--- src/rtl/out_fifo.sv ---
// out_fifo: serial-to-parallel word assembler feeding a FIFO, with an edge-triggered
// word-read handshake, level flags and sticky error flags.  Rev 1.0
`default_nettype none

module out_fifo #(
  parameter int DATA_SIZE_BIT       = 2,
  parameter int DATA_WIDTH          = 2**DATA_SIZE_BIT,
  parameter int FIFO_SIZE_BIT       = 7,
  parameter int FIFO_WIDTH          = 2**FIFO_SIZE_BIT,
  parameter int ALMOST_EMPTY_OFFSET = FIFO_WIDTH/4,
  parameter int ALMOST_FULL_OFFSET  = 3*FIFO_WIDTH/4
) (
  input  logic                     inClock,
  input  logic                     inReset,
  input  logic                     inBitValid,
  input  logic                     inBit,
  input  logic                     inReadEnable,
  output logic [DATA_WIDTH-1:0]    outData,
  output logic                     outDataValid,
  output logic                     outBitDone,
  output logic [FIFO_SIZE_BIT:0]   outCount,
  output logic                     outFull,
  output logic                     outEmpty,
  output logic                     outAlmostFull,
  output logic                     outAlmostEmpty,
  output logic                     outWriteError,
  output logic                     outReadError
);

  localparam logic [DATA_SIZE_BIT-1:0] K_LAST  = DATA_SIZE_BIT'(DATA_WIDTH - 1);
  localparam logic [DATA_SIZE_BIT-1:0] K_ONE   = DATA_SIZE_BIT'(1);
  localparam logic [FIFO_SIZE_BIT-1:0] PTR_ONE = FIFO_SIZE_BIT'(1);
  localparam logic [FIFO_SIZE_BIT:0]   CNT_ONE = (FIFO_SIZE_BIT+1)'(1);
  localparam logic [FIFO_SIZE_BIT:0]   CNT_FULL = (FIFO_SIZE_BIT+1)'(FIFO_WIDTH);
  localparam logic [FIFO_SIZE_BIT:0]   CNT_AF   = (FIFO_SIZE_BIT+1)'(ALMOST_FULL_OFFSET);
  localparam logic [FIFO_SIZE_BIT:0]   CNT_AE   = (FIFO_SIZE_BIT+1)'(ALMOST_EMPTY_OFFSET);

  typedef enum logic [2:0] {
    IDLE   = 3'd0,
    RCHECK = 3'd1,
    RREAD  = 3'd2,
    RDONE  = 3'd3,
    RERROR = 3'd4
  } rd_state_t;

  rd_state_t state, state_nxt;

  logic                     prev_valid;
  logic                     prev_read;
  logic [DATA_SIZE_BIT-1:0] k;
  logic [DATA_WIDTH-1:0]    assembly;
  logic [FIFO_SIZE_BIT-1:0] wr_ptr;
  logic [FIFO_SIZE_BIT-1:0] rd_ptr;
  logic [DATA_WIDTH-1:0]    mem [FIFO_WIDTH];

  logic                     bit_rise;
  logic                     read_rise;
  logic                     word_done;
  logic                     commit;
  logic                     drop;
  logic                     do_read;
  logic [DATA_WIDTH-1:0]    word;

  assign bit_rise  = inBitValid & ~prev_valid;
  assign read_rise = inReadEnable & ~prev_read;
  assign word_done = bit_rise && (k == K_LAST);
  assign commit    = word_done && (outCount != CNT_FULL);
  assign drop      = word_done && (outCount == CNT_FULL);
  assign do_read   = (state == RREAD);
  assign word      = {inBit, assembly[DATA_WIDTH-2:0]};

  assign outFull        = (outCount == CNT_FULL);
  assign outEmpty       = (outCount == '0);
  assign outAlmostFull  = (outCount >= CNT_AF);
  assign outAlmostEmpty = (outCount <= CNT_AE);
  assign outDataValid   = (state == RDONE);

  always_comb begin
    state_nxt = state;
    case (state)
      IDLE:    if (read_rise) state_nxt = RCHECK;
      RCHECK:  state_nxt = (outCount == '0) ? RERROR : RREAD;
      RREAD:   state_nxt = RDONE;
      RDONE:   state_nxt = IDLE;
      RERROR:  state_nxt = IDLE;
      default: state_nxt = IDLE;
    endcase
  end

  always_ff @(posedge inClock or negedge inReset) begin
    if (!inReset) begin
      state      <= IDLE;
      prev_valid <= 1'b0;
      prev_read  <= 1'b0;
      k          <= '0;
      assembly   <= '0;
      outBitDone <= 1'b0;
    end else begin
      state      <= state_nxt;
      prev_valid <= inBitValid;
      prev_read  <= inReadEnable;
      outBitDone <= bit_rise;
      if (bit_rise) begin
        assembly[k] <= inBit;
        k           <= k + K_ONE;
      end
    end
  end

  // Storage is deliberately left out of reset; occupancy is tracked by the pointers.
  always_ff @(posedge inClock) begin
    if (commit) mem[wr_ptr] <= word;
  end

  always_ff @(posedge inClock or negedge inReset) begin
    if (!inReset) begin
      wr_ptr        <= '0;
      rd_ptr        <= '0;
      outCount      <= '0;
      outData       <= '0;
      outWriteError <= 1'b0;
      outReadError  <= 1'b0;
    end else begin
      if (commit) wr_ptr <= wr_ptr + PTR_ONE;
      if (do_read) begin
        outData <= mem[rd_ptr];
        rd_ptr  <= rd_ptr + PTR_ONE;
      end
      case ({commit, do_read})
        2'b10:   outCount <= outCount + CNT_ONE;
        2'b01:   outCount <= outCount - CNT_ONE;
        default: outCount <= outCount;
      endcase
      if (commit)    outWriteError <= 1'b0;
      else if (drop) outWriteError <= 1'b1;
      if (do_read)                                   outReadError <= 1'b0;
      else if (state == RCHECK && outCount == '0)    outReadError <= 1'b1;
    end
  end

endmodule

`default_nettype wire

--- config.mk ---
export PLATFORM = sky130hd
export DESIGN_NAME = out_fifo
export DESIGN_NICKNAME = d
export VERILOG_FILES = /design/src/rtl/out_fifo.sv
export SDC_FILE = /design/constraint.sdc
export NUM_CORES = 1
export LEC_CHECK = 0
export ABC_CLOCK_PERIOD_IN_PS = 4800
export CAP_MARGIN = 20
export CORE_MARGIN = 2
export CORE_UTILIZATION = 46
export DETAILED_ROUTE_END_ITERATION = 10
export SYNTH_ARGS = -nofsm -noshare
export SYNTH_HDL_FRONTEND = slang
export SYNTH_SLANG_ARGS = --single-unit
--- constraint.sdc ---
create_clock -name inClock -period 4.8 [get_ports inClock]
set_clock_uncertainty 0.15 [all_clocks]
set_input_delay 0.72 -clock inClock [delete_from_list [all_inputs] [get_ports inClock]]
set_output_delay 0.72 -clock inClock [all_outputs]
set_load 0.02 [all_outputs]
**Word-level counts from Yosys, hierarchy flattened**

Memory sizes are Yosys's and may differ from the RTL's. A register that Yosys moved wholly into a read port is not among the register bits.
Cells that the tools add are included.
W data, S select, Z words.

- Flip-flop bits (word level): 36
- Bits in writable memories: 512
- Bits of input ports: 5
- Logic and storage cells: 58
- Memories kept: 1

Memory list:

| memory | depth | bits a word | rd ports | clocked after memory_dff | write ports | line | text |
|---|---|---|---|---|---|---|---|
| mem | 128 | 4 | 1 | 1 | 1 | 54 | `logic [DATA_WIDTH-1:0] mem [FIFO_WIDTH];` |

- Add/subtract/negate cells: 5
- Magnitude comparators: 4
- Equal/unequal tests: 9
- Muxes and demuxes: 13
- Bitwise logic cells: 4
- Reduce and logical (&&, ||, !) cells: 11

Operators with widths:

| kind | number |
|---|---|
| $pmux W8 S2 | 1 |
| $add A7 B1 Y7 const B | 2 |
| $pmux W3 S3 | 1 |
| $add A8 B1 Y8 const B | 1 |
| $eq A8 B8 Y1 const B | 1 |
| $ge A8 B7 Y1 const B | 1 |
| $le A8 B6 Y1 const B | 1 |
| $logic_not A8 Y1 | 1 |
| $ne A8 B8 Y1 const B | 1 |
| $sub A8 B1 Y8 const B | 1 |
| $mux W1 | 7 |
| $eq A3 B2 Y1 const B | 2 |
| $mux W3 | 2 |
| $reduce_bool A2 Y1 | 3 |
| $logic_and A1 B1 Y1 | 5 |
| $bwmux W4 | 1 |
| $eq A2 B2 Y1 const B | 2 |
| $eq A3 B1 Y1 const B | 1 |
| $logic_not A3 Y1 | 1 |
| $lt A2 B3 Y1 const B | 1 |
| $add A2 B1 Y2 const B | 1 |
| $and A1 B1 Y1 | 2 |
| $demux W1 S2 | 1 |
| $eq A2 B1 Y1 const B | 1 |
| other kinds (4) | 5 |

**Logic depth before layout (Yosys ltp)**

Gate-level depths: netlist of the first run.

- Depth in word-level cells: 6
- Depth in mapped cells: 16

**Worst setup path before layout of the first run**

Ideal clock, no wire load.

- Path type: in2reg
- Start: in inBitValid
- End: reg outCount[6]
- Library setup time: 80 ps
- Arrival time: 3840 ps
- Data required time: 4570 ps
- Slack: 729 ps
- Cell stages on the path: 16
- Path buffers: 3
- Path through: nor2b_1 clkbuf_1 nand2_1 nor2_1 inv_1 ha_1 clkbuf_1 clkbuf_1 xor2_1 ha_1 or3_1 a21oi_1 nor3_1 or4b_1 a21oi_1 xor2_1

- Longest elaborated chain between the ends: 5

Ends and longest elaborated chain:

| what | line | text |
|---|---|---|
| start, declared | 15 | `input logic inBitValid,` |
| $and A1 B1 Y1 * | 64 | `assign bit_rise = inBitValid & ~prev_valid;` |
| net bit_rise | 56 | `logic bit_rise;` |
| $logic_and A1 B1 Y1 * | 66 | `assign word_done = bit_rise && (k == K_LAST);` |
| $logic_and A1 B1 Y1 * | 67 | `assign commit = word_done && (outCount != CNT_FULL);` |
| $eq A2 B1 Y1 / $eq A2 B2 Y1 (equally long branches) | 129 | `case ({commit, do_read})` |
| $pmux W8 S2 / $reduce_bool A2 Y1 (equally long branches) | - |  |
| end signal, assigned | 130 | `2'b10: outCount <= outCount + CNT_ONE;` |
| end signal, assigned | 131 | `2'b01: outCount <= outCount - CNT_ONE;` |
| end signal, assigned | 132 | `default: outCount <= outCount;` |
| end, declared | 21 | `output logic [FIFO_SIZE_BIT:0] outCount,` |

Mark *: on every way through the listed nets, which the timed path passes. The rest lies on a longest branch.
A chain may end at the register's enable or synchronous reset.

**Final worst setup path of the first run**

- Start: reg outCount[1]
- End: reg outCount[6]

- Longest elaborated chain between the ends: 4

Ends and longest elaborated chain:

| what |
|---|
| parallel branches: the longest is 4 deep, another holds $sub A8 B1 Y8 |

Several ways; the timed one is not identified.

==> results_dict.tcl, run 1 <==
set metrics [dict create \
    regToRegSetupSlack_ps 1310 \
    cts-root-buf "clkbuf_16" \
    starting_density 0.4642 \
    place.detailed.hpwl_um 30170 \
    buffer_ports.inserted 24 \
    floorplan.die.width_um 225.8 \
    final.period_utilization 0.7274 \
    power.static_leakage_nw 8.259 \
    placement_rows 81 \
    wire_length_of_the_first_global_routing_pass_um 74600 \
    route.antenna.remaining_nets 0 \
    slew_headroom 0.3263 \
    yosys_warnings 0 \
    timing.critical_path.required_ps 5180 \
    max_freq_ghz 0.2864 \
    timing.critical_path.max_delay_family "simple AND/OR/NAND/NOR gates" \
    start_kind "register" \
    cts_repair_resize_count 0 \
    maxCapViolations 0 \
    worst-endpoint-arrival_ps 3870 \
    placed_cell_area_mm2 0.02344 \
    rsz0062_at_grt "no" \
    worst_r2r_path_depth 14 \
    final.min_clock_period_ps 3491 \
    crit_chain "nor3_1 > and4_1 > nor2_1 > buf_4 > inv_1 > ha_1 > xor2_1 > ha_1 > or3_1 > a21oi_1 > nor3_1 > or4b_1 > a21oi_1 > xor2_1" \
    critical_path.n_buffers_inverters 2 \
    crit_path_max_incr_delay_ps 470 \
    cts-root-to-sink-buffers 3 \
    drt_pass1_iterations 5 \
    worst_setup_path_startpoint "outCount[1]" \
    power_per_cell_area_mw_per_mm2 581.9 \
    antenna_found_initial 0 \
    detailedRoute.firstIterationViolations 917 \
    remaining_drc_errors 0 \
    routed-via-count 11360 \
    tritoncts.num_buffers 55 \
    globalRouteOverflowTotal 0 \
    layout.cell_area.non_filler_mm2 0.02537 \
    vdd_drop_max_mv 0.3329 \
    critPathCaptureType "register" \
    growth_of_design_area_from_synthesis_to_finish_pct 12.14 \
    path_class "reg2reg" \
    num-nets-final 1304 \
    fp.dieH_um 225.8 \
    share_of_the_synthesized_area_in_the_top_cell_type 0.6795 \
    wire_per_inst_um 24.75 \
    clk-insertion-delay-late_ps 600 \
    finalSetupViolations 0 \
    hold-worst-slack_ps 337.6 \
    critical_path.max_fanout 8 \
    antennaDiodeCount 0 \
    detail_route.vias_per_cell 5.684 \
    post-route-util 0.5205 \
    synth_fp_nets 1259 \
    yosys.area.top_type "edfxtp_1" \
    finalWeightedCongestion 0.7714 \
    grt_max_degree 90 \
    synth_area_mm2 0.02263 \
    floorplan.io_pins 25 \
    regToRegEndpoint "outCount[6]" \
    mean_instance_size_in_the_synthesized_netlist_um2 18.18 \
    first_global_vias 11530 \
    r2r-start "outCount[1]" \
    final.setup.tns_ps 0 \
    post_synth_num_cell_types 63 \
    yosys_register_bits 551 \
    synth_ff_type "edfxtp_1" \
    holdCritPathClass "in2async" \
    sequential_cell_area_mm2 0.01637 \
    result_of_the_run "finished, final reports clean" \
    max_slew.worst_pin.slew_ps 1011 \
    cts_tree "done" \
    seq_area_frac_synth 0.7226 \
    die_area_mm2 0.05098 \
    critPathSlowestCell "or4b_1" \
    synthArstFlopShare 0.07078 \
    synth_area_leaders "edfxtp_1 68%, mux4_2 7.0%, dfrtp_1 4.3%, mux2i_1 3.6%, mux4_1 3.5%" \
    core_area_mm2 0.04875 \
    finalHoldViolations 0 \
    cts_htree_levels 2 \
    filler_cell_count 3920 \
    cts_sinks 551 \
    count_of_mapped_cells_out_of_synthesis 1245 \
    area_of_combinational_cells_with_multiple_inputs_mm2 0.005729 \
    clk_transition_reported_paths_ps 60 \
    synth_edf_count 512 \
    post_route_cells_drive_above_1_share 0.1678 \
    grt_use_total 0.2003 \
    drv_slew 0 \
    routed_wirelength_um 49480 \
]
==> layer usage <==
metal / track usage / vias up / routed length [µm]
met2: 0.3206 / 328 / 23640
met3: 0.03565 / 85 / 2793
li1: - / 5043 / -
met5: 0 / - / 0
met4: 0.05725 / 0 / 1224
met1: 0.2837 / 5906 / 21820
==> cells by family (layout without fill, tap and decap cells) <==
family	count (synthesis)	after routing	synth area share
flip-flops	551	551	0.7226
AND/OR/NAND/NOR	282	282	0.05491
multiplexers	200	200	0.1497
AO/OA/AOI/OAI	102	102	0.03406
buffers and inverters	77	167	0.02444
XOR/XNOR	24	24	0.009289
adder cells (fa/ha/maj)	9	9	0.004977
==> stage by stage <==
stage	setup WS [ps]	instances	power [W]
CTS	1322	1996	0.01488
finish	1309	1999	0.01477
global route	1114	1999	0.01539
detailed placement	771.0	1894	0.01044
global placement	728.9	1894	0.01041
floorplan	729.4	1245	0.009264
==> cell usage after synthesis, types with 5 or more instances <==
cell type	count
edfxtp_1	512
nor2_1	161
mux2i_1	82
mux4_2	70
nand2_1	51
dfrtp_1	39
mux4_1	30
clkbuf_1	22
a21oi_1	18
mux2_2	18
buf_2	15
nor2b_1	15
xor2_1	13
nand3_1	12
o21ai_0	12
xnor2_1	11
inv_1	10
buf_4	9
buf_6	9
ha_1	9
and2_1	8
o22ai_1	8
a2111oi_0	7
a221oi_1	7
a211oi_1	6
nand4_1	6
a211o_1	5
a22oi_1	5
buf_12	5
nor3_1	5
==> layout make-up <==
type / count / area share
flip-flops and latches: 551 / 0.6453
multi-input cells: 617 / 0.2258
clock buffers: 66 / 0.05754
well taps: 664 / 0.03274
repair buffers: 55 / 0.02071
clock inverters: 36 / 0.01647
inverters: 10 / 0.001479
==> state kept, by name, summed over array words and instances (netlist names) <==
| signal | cells |
|---|---|
| assembly | 3 |
| k | 2 |
| mem | 512 |
| outBitDone | 1 |
| outCount | 8 |
| outData | 4 |
| outReadError | 1 |
| outWriteError | 1 |
| prev_read | 1 |
| prev_valid | 1 |
| rd_ptr | 7 |
| state | 3 |
| wr_ptr | 7 |
==> worst max path at each step <==
stage / endpoint / slack, ps / cells after the start
3_3_place_gp: outCount[6] / 730 / 15
4_1_cts: outCount[6] / 1320 / 14
3_5_place_dp: outCount[6] / 770 / 15
5_1_grt: outCount[6] / 1110 / 14
2_1_floorplan: outCount[6] / 730 / 16
6_report: outCount[6] / 1310 / 14
==> layout by cell type (no fill, tap or decap), types with 12 or more instances in the layout <==
cell	netlist	layout
buf_4	9	27
o21ai_0	12	12
nor2_1	161	161
mux4_2	70	70
clkdlybuf4s50_1	0	22
clkbuf_16	0	57
edfxtp_1	512	512
mux2i_1	82	82
nand3_1	12	12
nand2_1	51	51
a21oi_1	18	18
dfrtp_1	39	33
clkinv_1	0	12
xor2_1	13	13
mux2_2	18	18
nor2b_1	15	15
mux4_1	30	30
==> what timing repair did <==
| action | CTS | global route |
|---|---|---|
| hold buffers | 0 | 1 |
| buffers inserted | 0 | 0 |
| hold endpoints to repair | 0 | 5 |
==> where the power goes <==
group          internal, W  switching, W  total, W
logic              0.00171       0.00199   0.00370
clock network      0.00265       0.00180   0.00445
registers          0.00589      0.000724   0.00661
total               0.0102       0.00452    0.0148
Power figures use the tool's default switching activity.
==> run 2: changes to the inputs <==
--- a/config.mk
+++ b/config.mk
@@ -5,7 +5,7 @@
 export SDC_FILE = /design/constraint.sdc
 export NUM_CORES = 1
 export LEC_CHECK = 0
-export ABC_CLOCK_PERIOD_IN_PS = 4800
+export ABC_CLOCK_PERIOD_IN_PS = 3400
 export CAP_MARGIN = 20
 export CORE_MARGIN = 2
 export CORE_UTILIZATION = 46
==> constraint.sdc (replaced) <==
create_clock -name inClock -period 3.4 [get_ports inClock]
set_clock_uncertainty 0.15 [all_clocks]
set_input_delay 0.51 -clock inClock [delete_from_list [all_inputs] [get_ports inClock]]
set_output_delay 0.51 -clock inClock [all_outputs]
set_load 0.02 [all_outputs]
==> results_dict.tcl, run 2 (same netlist as run 1, synthesis figures left out) <==
set metrics [dict create \
    place.detailed.hpwl_um 29800 \
    buffer_ports.inserted 24 \
    holdCritPathClass "in2async" \
    timing.critical_path.max_delay_family "simple AND/OR/NAND/NOR gates" \
    maxCapViolations 0 \
    cts_repair_resize_count 0 \
    detail_route.vias_per_cell 5.618 \
    detailedRoute.firstIterationViolations 1106 \
    remaining_drc_errors 0 \
    clk-insertion-delay-late_ps 600 \
    final.setup.tns_ps 0 \
    final.period_utilization 0.9319 \
    critical_path.max_fanout 8 \
    tritoncts.num_buffers 54 \
    die_area_mm2 0.05098 \
    routed_wirelength_um 48650 \
    wire_length_of_the_first_global_routing_pass_um 73070 \
    sequential_cell_area_mm2 0.01638 \
    antennaDiodeCount 0 \
    topRoutingLayerUsed "met4" \
    path_class "reg2out" \
    crit_path_max_incr_delay_ps 700 \
    growth_of_design_area_from_synthesis_to_finish_pct 12.56 \
    floorplan.io_pins 25 \
    finalWeightedCongestion 0.8066 \
    wire_per_inst_um 24.15 \
    grt_max_degree 129 \
    fp.dieH_um 225.8 \
    highest_count_cells_in_the_layout_ignoring_fill_and_taps "512 x edfxtp_1, 159 x nor2_1, 82 x mux2i_1, 70 x mux4_2, 57 x clkbuf_16" \
    drt_pass1_iterations 5 \
    finalSetupViolations 0 \
    crit_chain "nor3_2 > nand2_1 > nor4_1 > clkdlybuf4s50_1" \
    max_freq_ghz 0.3156 \
    result_of_the_run "finished, final reports clean" \
    clk_transition_reported_paths_ps 60 \
    wl_met2_um 24200 \
    first_global_vias 11440 \
    worstSetupPathDepth 4 \
    finalHoldViolations 0 \
    critPathCaptureType "primary output" \
    routed-via-count 11320 \
    power.static_leakage_nw 8.317 \
    worst-endpoint-arrival_ps 2510 \
    filler_cell_count 3857 \
    register_ranked_first_by_flip_flop_count "mem" \
    post_route_cells_drive_above_1_share 0.1858 \
    rsz0062_at_grt "no" \
    critPathSlowestCell "clkdlybuf4s50_1" \
    max_slew.worst_pin.slew_ps 747.0 \
    hold-worst-slack_ps 197.8 \
    floorplan.die.width_um 225.8 \
    cts-root-to-sink-buffers 3 \
    cts.repair_timing.setup_buffer_count 0 \
    worst_r2r_path_depth 13 \
    starting_density 0.4642 \
    vdd_drop_max_mv 0.4495 \
    cts_htree_levels 2 \
    num-nets-final 1323 \
    globalRouteOverflowTotal 0 \
    core_area_mm2 0.04875 \
    cts_tree "done" \
    placement_rows 81 \
    start_kind "register" \
    antenna_found_initial 0 \
    area_of_combinational_cells_with_multiple_inputs_mm2 0.005757 \
    biggestRegsByFlops "mem (512), outCount (8)" \
    grt_use_total 0.1959 \
    layout.cells.most_common "edfxtp_1" \
    met3WireLength_um 2507 \
    route.antenna.remaining_nets 0 \
    wl_met1_um 21090 \
    largest_reg_flops 512 \
    final.min_clock_period_ps 3168 \
    power_per_cell_area_mw_per_mm2 812.5 \
    timing.critical_path.required_ps 2740 \
    drv_slew 0 \
    cts.hold.buffers_added 1 \
    critical_path.n_buffers_inverters 1 \
    cts-root-buf "clkbuf_16" \
    cts_sinks 551 \
    slew_headroom 0.5020 \
    regToRegSetupSlack_ps 270 \
]
-- run 2: path summary, 6_finish.rpt --
path | from | endpoint
min | inReset | wr_ptr[0]
max reg2reg | outCount[1] | outCount[6]
min reg2reg | state[2] | state[1]
max in group asynchronous | inReset | rd_ptr[1]
min in group inClock | inBitValid | prev_valid
max | outCount[1] | outEmpty
-- run 2: layer usage --
layer	track usage	up-vias
met5	0	-
met4	0.05170	0
met3	0.02771	58
met2	0.3264	289
met1	0.2728	5903
li1	-	5070
-- run 2: report_power, final --
group / total, W / switching (W) / internal (W)
sequential: 0.00906 / 0.000742 / 0.00832
clock: 0.00592 / 0.00247 / 0.00345
combinational: 0.00572 / 0.00314 / 0.00258
-- run 2: final cells by class --
class,count,area share
clock buffers,71,0.05846
flip-flops and latches,551,0.6431
inverters,10,0.001474
clock inverters,27,0.01012
repair buffers,75,0.02820
multi-input cells,617,0.2260
well taps,664,0.03262
-- run 2: per-stage QoR --
stage          setup slack, ps  cell area [µm²]  std cells    util  total power (W)
2_1_floorplan           -25.50            22720       1245       -          0.01317
3_3_place_gp            -126.2            23690       1915  0.4860          0.01490
3_5_place_dp            -149.9            23690       1915  0.4860          0.01500
4_1_cts                  205.4            25450       2014  0.5221          0.02089
5_1_grt                  87.51            25470       2015  0.5225          0.02155
6_report                 231.6            25470       2015  0.5225          0.02069
==> run 3: changes to the inputs <==
--- a/config.mk
+++ b/config.mk
@@ -5,7 +5,6 @@
 export SDC_FILE = /design/constraint.sdc
 export NUM_CORES = 1
 export LEC_CHECK = 0
-export ABC_CLOCK_PERIOD_IN_PS = 3400
 export CAP_MARGIN = 20
 export CORE_MARGIN = 2
 export CORE_UTILIZATION = 46
==> results of run 3 <==
Final layout, timing and power as in run 2 (identical DEF).
